<file path="config.mk">
export PLATFORM = sky130hd
export DESIGN_NAME = memory_stage
export DESIGN_NICKNAME = d
export VERILOG_FILES = /design/src/rtl/memory_stage.sv
export SDC_FILE = /design/constraint.sdc
export NUM_CORES = 1
export LEC_CHECK = 0
export CORE_AREA = 3 3 117 119
export CTS_BUF_LIST = sky130_fd_sc_hd__clkbuf_4
export DETAILED_ROUTE_END_ITERATION = 8
export DIE_AREA = 0 0 120 122
export GPL_TIMING_DRIVEN = 0
export PLACE_DENSITY = 0.76
export SLEW_MARGIN = 20
export SYNTH_ARGS = -nofsm -noshare
export SYNTH_HDL_FRONTEND = slang
export SYNTH_SLANG_ARGS = --single-unit
export TNS_END_PERCENT = 10
</file>
<file path="constraint.sdc">
create_clock -name clk -period 4.27 [get_ports clk]
set_clock_uncertainty 0.05 [all_clocks]
set_input_delay 0.854 -clock clk [delete_from_list [all_inputs] [get_ports clk]]
set_output_delay 0.854 -clock clk [all_outputs]
set_load 0.05 [all_outputs]
</file>
<file path="src/rtl/memory_stage.sv">
// rtl/memory_stage.sv - pipeline M stage: data-memory req/ack access with timeout and M/W register
// Loads/stores stall upstream while waiting for ack; misalignment or timeout raises a sticky fault.
module memory_stage #(
    parameter int WIDTH    = 32,
    parameter int RA_W     = 3,
    parameter int MAX_WAIT = 15
) (
    input  logic             clk,
    input  logic             reset,
    input  logic             PCSrcM,
    input  logic             RegWriteM,
    input  logic             MemWriteM,
    input  logic             MemtoRegM,
    input  logic [WIDTH-1:0] ALUResultM,
    input  logic [WIDTH-1:0] WriteDataM,
    input  logic [RA_W-1:0]  WA3M,
    output logic             mem_req,
    output logic             mem_we,
    output logic [WIDTH-1:0] mem_addr,
    output logic [WIDTH-1:0] mem_wdata,
    input  logic             mem_ack,
    input  logic [WIDTH-1:0] mem_rdata,
    output logic             StallM,
    output logic             MemErr,
    output logic [WIDTH-1:0] ALUResultMFB,
    output logic             PCSrcW,
    output logic             RegWriteW,
    output logic             MemtoRegW,
    output logic [WIDTH-1:0] ReadDataW,
    output logic [WIDTH-1:0] ALUOutW,
    output logic [RA_W-1:0]  WA3W,
    output logic [WIDTH-1:0] ResultW
);

    typedef enum logic {S_IDLE, S_WAIT} state_t;

    localparam logic [7:0] MAX_WAIT_C = 8'(MAX_WAIT);

    state_t           state_q, state_d;
    logic [7:0]       wcnt_q, wcnt_d;
    logic             mem_err_q, mem_err_d;
    logic             pcsrc_w_q, regwrite_w_q, memtoreg_w_q;
    logic [WIDTH-1:0] read_data_w_q, alu_out_w_q;
    logic [RA_W-1:0]  wa3_w_q;

    logic access, misal, req_c, stall_c, capture_c;

    assign access = MemWriteM | MemtoRegM;
    assign misal  = access & (ALUResultM[1:0] != 2'b00);

    always_comb begin
        req_c     = 1'b0;
        stall_c   = 1'b0;
        capture_c = 1'b0;
        mem_err_d = mem_err_q;
        state_d   = state_q;
        wcnt_d    = wcnt_q;
        case (state_q)
            S_IDLE: begin
                if (!access) begin
                    capture_c = 1'b1;
                end else if (misal) begin
                    mem_err_d = 1'b1;
                end else begin
                    req_c = 1'b1;
                    if (mem_ack) begin
                        capture_c = 1'b1;
                    end else begin
                        stall_c = 1'b1;
                        state_d = S_WAIT;
                        wcnt_d  = 8'd1;
                    end
                end
            end
            default: begin
                if (mem_ack) begin
                    req_c     = 1'b1;
                    capture_c = 1'b1;
                    state_d   = S_IDLE;
                    wcnt_d    = 8'd0;
                end else if (wcnt_q >= MAX_WAIT_C) begin
                    // Timeout: request withdrawn this cycle, pipeline released with a bubble.
                    mem_err_d = 1'b1;
                    state_d   = S_IDLE;
                    wcnt_d    = 8'd0;
                end else begin
                    req_c   = 1'b1;
                    stall_c = 1'b1;
                    wcnt_d  = wcnt_q + 8'd1;
                end
            end
        endcase
        if (reset) begin
            req_c   = 1'b0;
            stall_c = 1'b0;
        end
    end

    always_ff @(posedge clk) begin
        if (reset) begin
            state_q       <= S_IDLE;
            wcnt_q        <= 8'd0;
            mem_err_q     <= 1'b0;
            pcsrc_w_q     <= 1'b0;
            regwrite_w_q  <= 1'b0;
            memtoreg_w_q  <= 1'b0;
            read_data_w_q <= '0;
            alu_out_w_q   <= '0;
            wa3_w_q       <= '0;
        end else begin
            state_q   <= state_d;
            wcnt_q    <= wcnt_d;
            mem_err_q <= mem_err_d;
            // Anything other than a completed capture enters W as a bubble.
            pcsrc_w_q    <= capture_c & PCSrcM;
            regwrite_w_q <= capture_c & RegWriteM;
            memtoreg_w_q <= capture_c & MemtoRegM;
            if (capture_c) begin
                read_data_w_q <= mem_rdata;
                alu_out_w_q   <= ALUResultM;
                wa3_w_q       <= WA3M;
            end
        end
    end

    assign mem_req      = req_c;
    assign mem_we       = MemWriteM;
    assign mem_addr     = ALUResultM;
    assign mem_wdata    = WriteDataM;
    assign StallM       = stall_c;
    assign MemErr       = mem_err_q;
    assign ALUResultMFB = ALUResultM;
    assign PCSrcW       = pcsrc_w_q;
    assign RegWriteW    = regwrite_w_q;
    assign MemtoRegW    = memtoreg_w_q;
    assign ReadDataW    = read_data_w_q;
    assign ALUOutW      = alu_out_w_q;
    assign WA3W         = wa3_w_q;
    assign ResultW      = memtoreg_w_q ? read_data_w_q : alu_out_w_q;

endmodule
</file>
==> results.sh, run 1 <==
export IMPL_r2r_start="state_q$_DFF_P_"
export IMPL_grt_max_degree=13
export IMPL_fin_tns_setup_ns=0
export IMPL_power_density_nw_per_um2=315
export IMPL_p_clk_share_pct=20.2
export IMPL_avgSynthCellArea_um2=9.74
export IMPL_die_area_um2=14600
export IMPL_async_reset_ff_share_pct=0
export IMPL_worstHoldStart="wcnt_q[5]$_SDFFE_PP0P_"
export IMPL_stdcell_area_um2=7140
export IMPL_area_growth_pct=77.0
export IMPL_grt_util_met3_pct=6.73
export IMPL_io_buffers=275
export IMPL_antenna_cells=0
export IMPL_root_buffer="clkbuf_4"
export IMPL_synth_top_area_cell="dfxtp_1"
export IMPL_layout_nets=807
export IMPL_dpl_hpwl_mm=11.0
export IMPL_synth_seq_cells=80
export IMPL_power_frac_comb_pct=43.0
export IMPL_htree_levels=3
export IMPL_synth_cells=414
export IMPL_coreArea_um2=12700
export IMPL_clockBufferDepth=2
export IMPL_max_cap_violations=0
export IMPL_yosysTopAreaCellShare_pct=39.7
export IMPL_hold_path_class="reg2reg"
export IMPL_fmax_mhz=265
export IMPL_yosysMostFrequentCell="buf_4"
export IMPL_synth_nets=521
export IMPL_rows=41
export IMPL_viasPerCell=4.33
export IMPL_r2r_end="ALUOutW[4]$_SDFFE_PP0N_"
export IMPL_track_usage_pct=18.0
export IMPL_ant_nets=0
export IMPL_required_ns=3.37
export IMPL_start_util_pct=31.8
export IMPL_start_kind="primary input"
export IMPL_grt_pass1_vias=3761
export IMPL_hold_path_cell_count=2
export IMPL_gp_congestion=0.800
export IMPL_slew_viol_final=0
export IMPL_peakVddDrop_mv=0.213
export IMPL_pin_count=308
export IMPL_ys_top_cells_by_area="dfxtp_1, buf_4, mux2i_1"
export IMPL_rrSetupSlack_ns=2.48
export IMPL_r2r_worst_path_cells=6
export IMPL_yosys_area_share_simple_pct=10.5
export IMPL_holdPathEnd="wcnt_q[5]$_SDFFE_PP0P_"
export IMPL_cts_tree="done"
export IMPL_placed_area_um2=7000
export IMPL_numCtsBuffers=9
export IMPL_crit_type="in2out"
export IMPL_synth_compound_area_share_pct=3.01
export IMPL_swShare_pct=39.1
export IMPL_synth_cell_types=32
export IMPL_die_h_um=122
export IMPL_synth_adder_area_share_pct=0.310
export IMPL_met1_usage_pct=19.5
export IMPL_rsz0062_at_grt="false"
export IMPL_synth_ff_type="dfxtp_1"
export IMPL_worstPathArrival_ns=2.87
export IMPL_ys_seq_area_share_pct=39.7
export IMPL_final_hold_viol_count=0
export IMPL_drive_above_1_share_pct=21.6
export IMPL_cts_clk_slew_worst_paths_ns=0.13
export IMPL_p_leak_nw=3.14
export IMPL_relSlewSlack_pct=25.5
export IMPL_run_status="completed"
export IMPL_critPathMaxFanout=9
export IMPL_gr_max_usage_layer="met2"
export IMPL_grt_pass1_wl_mm=20.6
export IMPL_syn_area_um2=4030
export IMPL_synth_top_family_by_area="multiplexers"
export IMPL_vias=3797
export IMPL_fill_cells=1115
export IMPL_setup_viol=0
export IMPL_internal_power_mw=1.37
export IMPL_synth_xor_area_share_pct=0
export IMPL_hold_worst_slack_ns=0.441
export IMPL_synth_enable_flop_cells=0
export IMPL_seqPwrFrac_pct=36.8
export IMPL_synth_common_cells="buf_4, dfxtp_1, nor2_1, mux2i_1, mux2_2"
export IMPL_synth_mux_area_share_pct=25.6
export IMPL_use_met2_pct=33.0
export IMPL_drt_wl_total_mm=13.8
export IMPL_setup_worst_path_end_class="primary output"
export IMPL_fin_crit_sh_pct=88.4
export IMPL_synth_warnings=0
export IMPL_drc=0
export IMPL_wire_per_inst_um=15.7
export IMPL_clock_sinks=80
export IMPL_antenna_found_initial=0
export IMPL_p_switching_uw=882
export IMPL_first_pass_iters=4
export IMPL_clk_latency_ns=0.45
export IMPL_drt_iter0_markers=80
export IMPL_dieWidth_um=120
export IMPL_grt_remaining_overflow=0
export IMPL_finalPower_mw=2.25
export IMPL_worstMarginPinSlew_ns=1.10
export IMPL_utilization_pct=56.3
export IMPL_fin_crit_ns=3.78
==> metrics by stage <==
stage                     worst slack (ns)  std cells
after floorplan                      0.760        414
after global placement              0.0952        861
after detailed placement            0.0870        861
after CTS                           0.0656        877
after global routing                 0.342        877
final                                0.495        877
==> cell usage in the layout, fill, tap and decap left out, types with 2 or more instances in the layout <==
cell,instances
or4_1,2
clkinv_1,2
buf_4,101
clkbuf_4,12
and2_1,4
clkbuf_1,9
a21oi_1,4
nor2b_1,2
nor3b_1,2
nand2_1,7
buf_6,3
buf_1,3
a211oi_1,3
mux2i_1,67
dfxtp_1,80
nand3_1,4
clkdlybuf4s50_1,274
mux2_2,32
nor2_1,75
==> power groups by stage <==
stage	clock, mW	sequential [mW]	combinational (mW)
6_report	0.456	0.828	0.968
5_1_grt	0.508	0.835	1.01
4_1_cts	0.475	0.829	0.976
3_5_place_dp	0	0.845	0.973
3_3_place_gp	0	0.843	0.965
2_1_floorplan	0	0.991	0.480
==> cells by family (layout without fill, tap and decap cells) <==
family                   after synthesis  after routing
AO/OA/AOI/OAI                         16             16
adder cells (fa/ha/maj)                1              1
buffers and inverters                117            408
flip-flops                            80             80
multiplexers                          99             99
AND/OR/NAND/NOR                      101            101
==> per-layer routing <==
metal / vias to the layer above / wire length (µm)
met2: 181 / 7090
met4: 0 / 200
li1: 1867 / -
met1: 1732 / 5280
met3: 17 / 1210
met5: - / 0
==> what timing repair did <==
item	4_1_cts	5_1_grt
hold buffers	0	0
gates resized for setup	0	1
setup endpoints to repair	0	1
setup buffers	0	0
==> cell type report <==
type	count	area, µm²	area share (%)
multi-input cells	217	1590	22.3
plain buffers	116	837	11.7
flip-flops and latches	80	1600	22.4
clock buffers	12	90.1	1.26
clock inverters	4	45.0	0.631
repair buffers	275	2760	38.6
inverters	1	3.75	0.0526
well taps	172	215	3.01
==> registers in the layout, summed over array words and instances, names as in the netlist <==
register,flops
MemErr,1
state_q,1
PCSrcW,1
wcnt_q,8
RegWriteW,1
ALUOutW,32
ReadDataW,32
MemtoRegW,1
WA3W,3
==> worst max-delay path, cell delays in order <==
cell             delay [ns]
clkdlybuf4s50_1        0.60
or4_1                  0.62
a211oi_1               0.31
dlymetal6s2s_1         0.48
==> worst max-delay path by stage <==
stage	start	end	slack, ns
finish	ALUResultM[0]	StallM	0.49
global route	MemtoRegW$_SDFF_PP0_	ResultW[27]	0.34
CTS	ALUResultM[0]	StallM	0.07
detailed placement	ALUResultM[0]	StallM	0.09
global placement	ALUResultM[0]	StallM	0.1
floorplan	ALUResultM[0]	StallM	0.76
No activity file was read; power rests on OpenSTA's default activity.
==> inputs of run 2 (changes only) <==
Settings changed: CORE_AREA 3 3 117 119 to 2 2 119 121, DIE_AREA 0 0 120 122 to 0 0 121 123, PLACE_DENSITY 0.76 to 0.72, SLEW_MARGIN 20 to default.
==> run 2 against run 1 <==
  * Utilization fell by 3.9 points
  * Non-clock buffer count did not move
  * Critical path depth rose by 1
  * Via count barely moved
  * Die area rose by 1.7%
  * Routed wire length fell by 3.1%
==> results.sh, run 2 (synthesis gave the netlist of run 1 again) <==
export IMPL_area_growth_pct=77.0
export IMPL_clockBufferDepth=2
export IMPL_rrSetupSlack_ns=2.48
export IMPL_p_leak_nw=3.15
export IMPL_power_density_nw_per_um2=312
export IMPL_grt_max_degree=13
export IMPL_numCtsBuffers=9
export IMPL_dieWidth_um=121
export IMPL_antenna_found_initial=0
export IMPL_top_layer_used="met4"
export IMPL_rsz0062_at_grt="false"
export IMPL_dpl_hpwl_mm=10.6
export IMPL_r2r_start="state_q$_DFF_P_"
export IMPL_critPathMaxFanout=9
export IMPL_cts_setup_buffers=0
export IMPL_crit_start="ALUResultM[1]"
export IMPL_dr_wl_met2_mm=7.14
export IMPL_die_area_um2=14900
export IMPL_drive_above_1_share_pct=21.6
export IMPL_root_buffer="clkbuf_4"
export IMPL_start_kind="primary input"
export IMPL_pre_cts_ws_ns=0.119
export IMPL_run_status="completed"
export IMPL_p_clk_share_pct=19.6
export IMPL_relSlewSlack_pct=31.8
export IMPL_slew_viol_final=0
export IMPL_utilization_pct=52.4
export IMPL_layout_commonest_cell="clkdlybuf4s50_1"
export IMPL_hold_worst_slack_ns=0.434
export IMPL_seqPwrFrac_pct=37.2
export IMPL_power_frac_comb_pct=43.3
export IMPL_clk_latency_ns=0.45
export IMPL_wl_met3_mm=1.09
export IMPL_fin_ws_ns=0.485
export IMPL_rows=43
export IMPL_pin_count=308
export IMPL_antenna_cells=0
export IMPL_max_cap_violations=0
export IMPL_grt_pass1_wl_mm=19.6
export IMPL_clock_sinks=80
export IMPL_fin_crit_sh_pct=88.7
export IMPL_r2r_worst_path_cells=6
export IMPL_wl_met1_mm=4.93
export IMPL_internal_power_mw=1.35
export IMPL_io_buffers=275
export IMPL_wire_per_inst_um=15.1
export IMPL_fin_tns_setup_ns=0
export IMPL_drc=0
export IMPL_fmax_mhz=264
export IMPL_setup_viol=0
export IMPL_vias=3800
export IMPL_worstMarginPinSlew_ns=1.01
export IMPL_track_usage_pct=17.0
export IMPL_worstPathArrival_ns=2.88
export IMPL_setup_worst_path_end_class="primary output"
export IMPL_die_h_um=123
export IMPL_finalPower_mw=2.23
export IMPL_start_util_pct=29.6
export IMPL_htree_levels=3
export IMPL_cts_clk_slew_worst_paths_ns=0.11
export IMPL_crit_type="in2out"
export IMPL_peakVddDrop_mv=0.215
export IMPL_drt_iter0_markers=91
export IMPL_grt_pass1_vias=3735
export IMPL_ant_nets=0
export IMPL_final_hold_viol_count=0
export IMPL_first_pass_iters=6
export IMPL_viasPerCell=4.30
export IMPL_cts_tree="done"
export IMPL_cts_hold_buf=0
export IMPL_endpoint="mem_req"
export IMPL_mostFrequentLayoutCells="clkdlybuf4s50_1, buf_4, dfxtp_1"
export IMPL_drt_wl_total_mm=13.4
export IMPL_required_ns=3.37
export IMPL_gp_congestion=0.821
export IMPL_cts_resized=0
export IMPL_layout_nets=807
export IMPL_grt_remaining_overflow=0
export IMPL_p_switching_uw=876
export IMPL_coreArea_um2=13600
export IMPL_fin_crit_ns=3.79
export IMPL_hold_path_class="reg2reg"
export IMPL_swShare_pct=39.3
export IMPL_r2r_end="ALUOutW[6]$_SDFFE_PP0N_"
-- run 2: changes by cell type in the layout (fill, tap and decap cells not counted) --
cell / previous run / this run
clkinv_2: 0 / 3
clkbuf_4: 12 / 10
clkinvlp_4: 1 / 0
clkinv_1: 2 / 1
-- run 2: worst min path at each step --
stage / startpoint / to / depth (start not counted)
after floorplan: wcnt_q[7]$_SDFFE_PP0P_ / wcnt_q[7]$_SDFFE_PP0P_ / 2
after global placement: wcnt_q[1]$_SDFFE_PP0P_ / wcnt_q[1]$_SDFFE_PP0P_ / 2
after detailed placement: wcnt_q[7]$_SDFFE_PP0P_ / wcnt_q[7]$_SDFFE_PP0P_ / 2
after CTS: wcnt_q[5]$_SDFFE_PP0P_ / wcnt_q[5]$_SDFFE_PP0P_ / 2
after global routing: wcnt_q[1]$_SDFFE_PP0P_ / wcnt_q[1]$_SDFFE_PP0P_ / 2
final: wcnt_q[5]$_SDFFE_PP0P_ / wcnt_q[5]$_SDFFE_PP0P_ / 2
-- run 2: power groups by stage --
stage | logic, mW | registers [mW] | clock network (mW)
finish | 0.964 | 0.829 | 0.436
global placement | 0.963 | 0.843 | 0
CTS | 0.973 | 0.830 | 0.459
detailed placement | 0.970 | 0.846 | 0
global route | 1.00 | 0.836 | 0.490
floorplan | 0.480 | 0.991 | 0
-- run 2: layer usage --
| metal | vias to the layer above | global-route usage [%] |
|---|---|---|
| met3 | 17 | 6.18 |
| li1 | 1870 | - |
| met4 | 0 | 4.65 |
| met2 | 171 | 31.7 |
| met1 | 1742 | 18.1 |
| met5 | - | 0 |
-- run 2: final cells by class --
| class | instances | area [µm²] |
|---|---|---|
| Clock inverter | 5 | 48.8 |
| Buffer | 116 | 837 |
| Sequential cell | 80 | 1600 |
| Inverter | 1 | 3.75 |
| Fill cell | 1253 | 6470 |
| Clock buffer | 10 | 75.1 |
| Multi-Input combinational cell | 217 | 1590 |
| Timing Repair Buffer | 275 | 2760 |
| Tap cell | 180 | 225 |
-- run 2: worst max-delay path: stages --
cell and delay, ns:
clkdlybuf4s50_1 0.60, nor3_1 0.25, nor2_1 0.06, a211oi_1 0.24, clkdlybuf4s50_1 0.87
-- run 2: through the flow --
step	instance area [µm²]	std cells
2_1_floorplan	4030	414
3_3_place_gp	7010	869
3_5_place_dp	7010	869
4_1_cts	7130	884
5_1_grt	7140	884
6_report	7140	884
